$ cat src/rtl/jtag_tap_pkg.sv
// rtl/jtag_tap_pkg.sv - shared types and constants for the JTAG debug TAP
//
// Contents:
//   tap_state_e            16-state IEEE 1149.1 TAP controller state
//   BYPASS0..BYPASS1       5-bit instruction codes
//   IrCaptureValue         pattern loaded into the IR shift register in CaptureIr
//   Dtmcs*                 dtmcs field offsets
//   dtmcs_capture()        dtmcs word presented in CaptureDr
package jtag_tap_pkg;

  typedef enum logic [3:0] {
    TestLogicReset,
    RunTestIdle,
    SelectDrScan,
    CaptureDr,
    ShiftDr,
    Exit1Dr,
    PauseDr,
    Exit2Dr,
    UpdateDr,
    SelectIrScan,
    CaptureIr,
    ShiftIr,
    Exit1Ir,
    PauseIr,
    Exit2Ir,
    UpdateIr
  } tap_state_e;

  localparam logic [4:0] BYPASS0   = 5'h00;
  localparam logic [4:0] IDCODE    = 5'h01;
  localparam logic [4:0] DTMCS     = 5'h10;
  localparam logic [4:0] DMIACCESS = 5'h11;
  localparam logic [4:0] BYPASS1   = 5'h1F;

  localparam logic [4:0] IrCaptureValue = 5'b00101;

  localparam int unsigned DtmcsVersionLsb      = 0;
  localparam int unsigned DtmcsAbitsLsb        = 4;
  localparam int unsigned DtmcsDmistatLsb      = 10;
  localparam int unsigned DtmcsIdleLsb         = 12;
  localparam int unsigned DtmcsDmiresetBit     = 16;
  localparam int unsigned DtmcsDmihardresetBit = 17;

  // Read view of dtmcs: dmireset/dmihardreset always read back as 0.
  function automatic logic [31:0] dtmcs_capture(input logic [1:0] dmistat);
    logic [31:0] w;
    w = '0;
    w[DtmcsVersionLsb +: 4] = 4'd1;
    w[DtmcsAbitsLsb   +: 6] = 6'd7;
    w[DtmcsDmistatLsb +: 2] = dmistat;
    w[DtmcsIdleLsb    +: 3] = 3'd1;
    return w;
  endfunction

endpackage

$ cat src/rtl/jtag_tap_fsm.sv
// rtl/jtag_tap_fsm.sv - IEEE 1149.1 TAP state machine with state decodes
//
// Ports:
//   tck_i, trst_ni     JTAG clock, synchronous active-low reset
//   tms_i              mode select, sampled on every rising edge
//   *_o                one-hot decodes of the current state
module jtag_tap_fsm
  import jtag_tap_pkg::*;
(
  input  logic tck_i,
  input  logic trst_ni,
  input  logic tms_i,
  output logic test_logic_reset_o,
  output logic capture_dr_o,
  output logic shift_dr_o,
  output logic update_dr_o,
  output logic capture_ir_o,
  output logic shift_ir_o,
  output logic update_ir_o
);

  tap_state_e state_q, state_d;

  always_ff @(posedge tck_i) begin
    if (!trst_ni) state_q <= TestLogicReset;
    else          state_q <= state_d;
  end

  always_comb begin
    state_d            = state_q;
    test_logic_reset_o = 1'b0;
    capture_dr_o       = 1'b0;
    shift_dr_o         = 1'b0;
    update_dr_o        = 1'b0;
    capture_ir_o       = 1'b0;
    shift_ir_o         = 1'b0;
    update_ir_o        = 1'b0;
    unique case (state_q)
      TestLogicReset: begin
        test_logic_reset_o = 1'b1;
        state_d = tms_i ? TestLogicReset : RunTestIdle;
      end
      RunTestIdle:  state_d = tms_i ? SelectDrScan : RunTestIdle;
      SelectDrScan: state_d = tms_i ? SelectIrScan : CaptureDr;
      CaptureDr: begin
        capture_dr_o = 1'b1;
        state_d = tms_i ? Exit1Dr : ShiftDr;
      end
      ShiftDr: begin
        shift_dr_o = 1'b1;
        state_d = tms_i ? Exit1Dr : ShiftDr;
      end
      Exit1Dr: state_d = tms_i ? UpdateDr : PauseDr;
      PauseDr: state_d = tms_i ? Exit2Dr : PauseDr;
      Exit2Dr: state_d = tms_i ? UpdateDr : ShiftDr;
      UpdateDr: begin
        update_dr_o = 1'b1;
        state_d = tms_i ? SelectDrScan : RunTestIdle;
      end
      SelectIrScan: state_d = tms_i ? TestLogicReset : CaptureIr;
      CaptureIr: begin
        capture_ir_o = 1'b1;
        state_d = tms_i ? Exit1Ir : ShiftIr;
      end
      ShiftIr: begin
        shift_ir_o = 1'b1;
        state_d = tms_i ? Exit1Ir : ShiftIr;
      end
      Exit1Ir: state_d = tms_i ? UpdateIr : PauseIr;
      PauseIr: state_d = tms_i ? Exit2Ir : PauseIr;
      Exit2Ir: state_d = tms_i ? UpdateIr : ShiftIr;
      UpdateIr: begin
        update_ir_o = 1'b1;
        state_d = tms_i ? SelectDrScan : RunTestIdle;
      end
      default: state_d = TestLogicReset;
    endcase
  end

endmodule

$ cat src/rtl/jtag_tap_ctrl.sv
// rtl/jtag_tap_ctrl.sv - JTAG TAP with IDCODE, BYPASS, DTMCS and DMIACCESS registers
//
// Parameters: IrLength (IR width), IdcodeValue (IDCODE capture, bit 0 forced 1)
// Optional feature macro: JTAG_TAP_DMIHARDRESET_EN (dtmcs.dmihardreset honoured)
// Ports:
//   tck_i, trst_ni           JTAG clock, synchronous active-low reset
//   tms_i, td_i, td_o        TAP mode select, serial in, registered serial out
//   tdo_oe_o, testmode_i     registered td_o enable, scan mode forces enable
//   test_logic_reset_o, capture_dr_o, shift_dr_o, update_dr_o   state decodes
//   dmi_access_o, dtmcs_select_o   instruction decodes
//   dmi_reset_o              one-cycle dmireset pulse
//   dmi_error_i              dmistat reported through dtmcs
//   dmi_tdi_o, dmi_tdo_i     serial path to/from the external DMI register
module jtag_tap_ctrl
  import jtag_tap_pkg::*;
#(
  parameter int unsigned IrLength    = 5,
  parameter logic [31:0] IdcodeValue = 32'h00000001
) (
  input  logic       tck_i,
  input  logic       trst_ni,
  input  logic       tms_i,
  input  logic       td_i,
  output logic       td_o,
  output logic       tdo_oe_o,
  input  logic       testmode_i,
  output logic       test_logic_reset_o,
  output logic       capture_dr_o,
  output logic       shift_dr_o,
  output logic       update_dr_o,
  output logic       dmi_access_o,
  output logic       dtmcs_select_o,
  output logic       dmi_reset_o,
  input  logic [1:0] dmi_error_i,
  output logic       dmi_tdi_o,
  input  logic       dmi_tdo_i
);

  logic tlr, cap_dr, sh_dr, upd_dr, cap_ir, sh_ir, upd_ir;

  jtag_tap_fsm u_fsm (
    .tck_i              (tck_i),
    .trst_ni            (trst_ni),
    .tms_i              (tms_i),
    .test_logic_reset_o (tlr),
    .capture_dr_o       (cap_dr),
    .shift_dr_o         (sh_dr),
    .update_dr_o        (upd_dr),
    .capture_ir_o       (cap_ir),
    .shift_ir_o         (sh_ir),
    .update_ir_o        (upd_ir)
  );

  logic [IrLength-1:0] ir_q, ir_shift_q;
  logic [31:0]         dr_q;
  logic                bypass_q, td_q, oe_q, dmi_reset_q;
  logic                sel_idcode, sel_dtmcs, sel_dmi, dr_tdo;

  // Unlisted codes fall through to BYPASS.
  always_comb begin
    sel_idcode = 1'b0;
    sel_dtmcs  = 1'b0;
    sel_dmi    = 1'b0;
    case (ir_q)
      IrLength'(IDCODE):    sel_idcode = 1'b1;
      IrLength'(DTMCS):     sel_dtmcs  = 1'b1;
      IrLength'(DMIACCESS): sel_dmi    = 1'b1;
      IrLength'(BYPASS0),
      IrLength'(BYPASS1):   ;
      default:              ;
    endcase
  end

  // The DMI register lives downstream, so DMIACCESS takes its LSB directly.
  always_comb begin
    dr_tdo = bypass_q;
    if (sel_dmi)                      dr_tdo = dmi_tdo_i;
    else if (sel_idcode || sel_dtmcs) dr_tdo = dr_q[0];
  end

  always_ff @(posedge tck_i) begin
    if (!trst_ni) begin
      ir_q        <= IrLength'(IDCODE);
      ir_shift_q  <= '0;
      dr_q        <= '0;
      bypass_q    <= 1'b0;
      td_q        <= 1'b0;
      oe_q        <= 1'b0;
      dmi_reset_q <= 1'b0;
    end else begin
      dmi_reset_q <= 1'b0;
      oe_q        <= testmode_i | sh_ir | sh_dr;

      if (cap_ir)     ir_shift_q <= IrLength'(IrCaptureValue);
      else if (sh_ir) ir_shift_q <= {td_i, ir_shift_q[IrLength-1:1]};

      if (tlr)         ir_q <= IrLength'(IDCODE);
      else if (upd_ir) ir_q <= ir_shift_q;

      if (cap_dr) begin
        bypass_q <= 1'b0;
        if (sel_idcode)     dr_q <= IdcodeValue | 32'h1;
        else if (sel_dtmcs) dr_q <= dtmcs_capture(dmi_error_i);
      end else if (sh_dr) begin
        bypass_q <= td_i;
        if (sel_idcode || sel_dtmcs) dr_q <= {td_i, dr_q[31:1]};
      end

      if (sh_ir)      td_q <= ir_shift_q[0];
      else if (sh_dr) td_q <= dr_tdo;

      if (upd_dr && sel_dtmcs) begin
        dmi_reset_q <= dr_q[DtmcsDmiresetBit];
`ifdef JTAG_TAP_DMIHARDRESET_EN
        if (dr_q[DtmcsDmihardresetBit]) begin
          dmi_reset_q <= 1'b1;
          ir_q        <= IrLength'(IDCODE);
        end
`endif
      end
    end
  end

  assign td_o               = td_q;
  assign tdo_oe_o           = oe_q;
  assign test_logic_reset_o = tlr;
  assign capture_dr_o       = cap_dr;
  assign shift_dr_o         = sh_dr;
  assign update_dr_o        = upd_dr;
  assign dmi_access_o       = sel_dmi;
  assign dtmcs_select_o     = sel_dtmcs;
  assign dmi_reset_o        = dmi_reset_q;
  assign dmi_tdi_o          = td_i;

endmodule

$ cat config.mk
export PLATFORM = sky130hd
export DESIGN_NAME = jtag_tap_ctrl
export DESIGN_NICKNAME = d
export VERILOG_FILES = /design/src/rtl/jtag_tap_pkg.sv /design/src/rtl/jtag_tap_fsm.sv /design/src/rtl/jtag_tap_ctrl.sv
export SDC_FILE = /design/constraint.sdc
export NUM_CORES = 1
export LEC_CHECK = 0
export ABC_AREA = 1
export CAP_MARGIN = 20
export CELL_PAD_IN_SITES_DETAIL_PLACEMENT = 1
export CELL_PAD_IN_SITES_GLOBAL_PLACEMENT = 2
export CORE_UTILIZATION = 37
export DETAILED_ROUTE_END_ITERATION = 8
export GPL_ROUTABILITY_DRIVEN = 0
export PLACE_DENSITY = 0.95
export SYNTH_ARGS = -nofsm -noshare
export SYNTH_HDL_FRONTEND = slang
export SYNTH_SLANG_ARGS = --single-unit
$ cat constraint.sdc
create_clock -name tck_i -period 2.1 [get_ports tck_i]
set_input_delay 0.42 -clock tck_i [delete_from_list [all_inputs] [get_ports tck_i]]
set_output_delay 0.42 -clock tck_i [all_outputs]
set_load 0.03 [all_outputs]
==> results.ini <==
[run_status]
outcome=completed

[synthesis]
syn-cell-area_um2=2282
synth_fp_nets=295
ys.flop_type=dfxtp_1
synth_seq_cells=50
ys.warnings.count=0
syn_inst=287
synth.avg_cell_area_um2=7.952
synth-seq-area-share=0.4386
synth-edff-count=0
synth.distinct_cells=30
async_reset_ff_frac=0

[placement]
io_buffers=17
dpl.cell_count=377
pre_cts_ws_ps=116.4
dp_hpwl_um=3800

[clocking]
clk_latency_ps=320
clkSinkCount=50
ctsRootBufferMaster=clkbuf_8
htreeDepth=2
clock_path_buffers=2
clk_pin_slew_worst_paths_ps=110
cts_tree=built
postCtsHoldBufs=0
cts_buffers=5

[sta]
timing.setup.tns_ps=0
grt_setup_unrepaired=false
min_period_ps=2004
post-route-period-util=0.9541
drv_slew=0
clock_skew_ps=8.380
slew_headroom=0.6712
worst_pin_slew_ps=491.5
setup_slack_ps=96.37
fmax_mhz=499.1
finalSetupViolCount=0
final-hold-violation-count=0
hold_slack_ps=462.8

[drt]
route.detailed.drc=0
drt_iter0_drc=46
dr.pass1.iters=4
drtAntennaViolNets=0
totalWireLength_um=5209
vias=1900
wire_per_inst_um=13.53
vias_per_cell=4.935

[worst_setup_path]
slowest_stage=dlygate4sd2_1
path_cells=nor2_2 -> nand2_1 -> inv_1 -> dlygate4sd2_1
worstSetupStartpointType=register
r2r-start=ir_q[2]
r2r_slack_ps=400
r2r-end=dr_q[17]
crit_family=buffers and inverters
path_class=reg -> out
required_ps=1680
path_buf_inv=2
r2r_cells=6
critPathCaptureType=output pin
max_stage_delay_ps=400
critical_path_arrival_ps=1580
crit_path_max_fanout=4

[finish]
drive_gt1_frac=0.2194
fin_util=0.4417
fin_nets=317
layout_common_cells=nand2_1 (56), dfxtp_1 (49), inv_1 (29)
area_delta_synth_final_pct=14.58
antennaDiodeCount=0
fillers=735
layout.cells.non_filler=385
mostFrequentLayoutCell=nand2_1

[worst_hold_path]
hold_end=dr_q[5]
min-delay-start=dr_q[5]
hold_path_depth=2
hp-class=reg -> reg

[power]
p_int_w=0.001271
netSwitchingFraction=0.2797
leakagePower_nw=1.029
power_frac_seq=0.556
p_sw_w=0.0004935
comb_power_share=0.088
clkPwrFrac=0.356
p_per_area_nw_per_um2=674.6
irDropWorstVdd_mv=0.3098

[global_route]
gr-total-overflow=0
use_met1=0.2243
grt_max_degree=26
grt_usage=0.1788
grt_pass1_wl_um=8783
antenna_found_initial=0
gr-usage-met2=0.2966
busiest_layer=met2
grtUsageMet3=0.04773
grt_pass1_vias=1849

[floorplanning]
pin_count=18
core_area_um2=5921
fp-row-count=28
die_x_um=80.54
dieArea_um2=6486
die_h_um=80.54
start_util=0.3855

[flow_run]
maxCapViolCount=0

worst reg2reg max path, delay by kind of cell, from the launching register on:
family | cells | cell delay (ps)
AO/OA/AOI/OAI | 1 | 100
AND/OR/NAND/NOR | 5 | 1140
flip-flops | 1 | 330
registers in the layout, summed over array words and instances (netlist names):
register,flops
tdo_oe_o,1
u_fsm.state_q,4
bypass_q,1
ir_shift_q,5
dr_q,32
ir_q,5
td_o,1
dmi_reset_o,1
cell type report:
cell class	count	area, µm²	share of cell area
clock buffers	5	68.82	0.02632
multi-input cells	193	1065	0.4072
flip-flops and latches	50	1002	0.3833
inverters	34	133.9	0.05120
well taps	75	93.84	0.03589
clock inverters	3	28.78	0.01100
repair buffers	25	222.7	0.08517
Yosys cell counts, types with 2 or more instances:
cell	count	area share
o211ai_1	4	0.013
nand2_1	56	0.092
nor2_2	12	0.033
dfxtp_1	50	0.44
nand2_4	5	0.025
inv_2	2	0.0033
nor2_1	27	0.044
buf_6	4	0.020
buf_2	2	0.0044
o21ai_0	18	0.039
a22oi_2	3	0.016
a31oi_1	4	0.011
nor3_1	2	0.0044
a21oi_2	20	0.077
clkbuf_1	2	0.0033
nand3_1	12	0.026
o21ai_1	2	0.0044
inv_1	29	0.048
a21oi_1	22	0.048
cells by family (layout without fill, tap and decap cells):
family	Yosys count	after routing	synth area share
AO/OA/AOI/OAI	75	75	0.2199
buffers and inverters	44	67	0.09594
flip-flops	50	50	0.4386
AND/OR/NAND/NOR	118	118	0.2456
power groups by stage:
stage / clock (W) / combinational, W / sequential (W)
after detailed placement: 0 / 0.000159 / 0.00100
final: 0.000627 / 0.000156 / 0.000981
after global placement: 0 / 0.000159 / 0.00100
after CTS: 0.000656 / 0.000158 / 0.000981
after floorplan: 0 / 0.000113 / 0.00100
after global routing: 0.000678 / 0.000172 / 0.000984
per-layer routing:
| metal | wire (µm) | part of all wire |
|---|---|---|
| met3 | 154 | 0.030 |
| met1 | 2550 | 0.49 |
| met5 | 0 | 0 |
| met4 | 67 | 0.013 |
| met2 | 2437 | 0.47 |
how the worst max path moves through the flow:
stage | start | end | slack [ps] | cells past startpoint
finish | u_fsm.state_q[1] | test_logic_reset_o | 100 | 4
global route | ir_q[2] | dtmcs_select_o | 8 | 4
CTS | u_fsm.state_q[1] | test_logic_reset_o | 80 | 4
detailed placement | td_i | dmi_tdi_o | 120 | 2
global placement | td_i | dmi_tdi_o | 120 | 2
floorplan | u_fsm.state_q[0] | u_fsm.state_q[0] | 570 | 7
metrics by stage:
stage                     area (µm²)  total power (W)
final                           2615         0.001764
after global routing            2615         0.001834
after CTS                       2615         0.001795
after detailed placement        2521         0.001162
after global placement          2521         0.001160
after floorplan                 2282         0.001114
what timing repair did:
action / 4_1_cts / 5_1_grt
resized for setup: 8 / 0
endpoints found under the setup margin: 6 / 0
buffers inserted: 0 / 0
No activity file was read; power rests on OpenSTA's default activity.
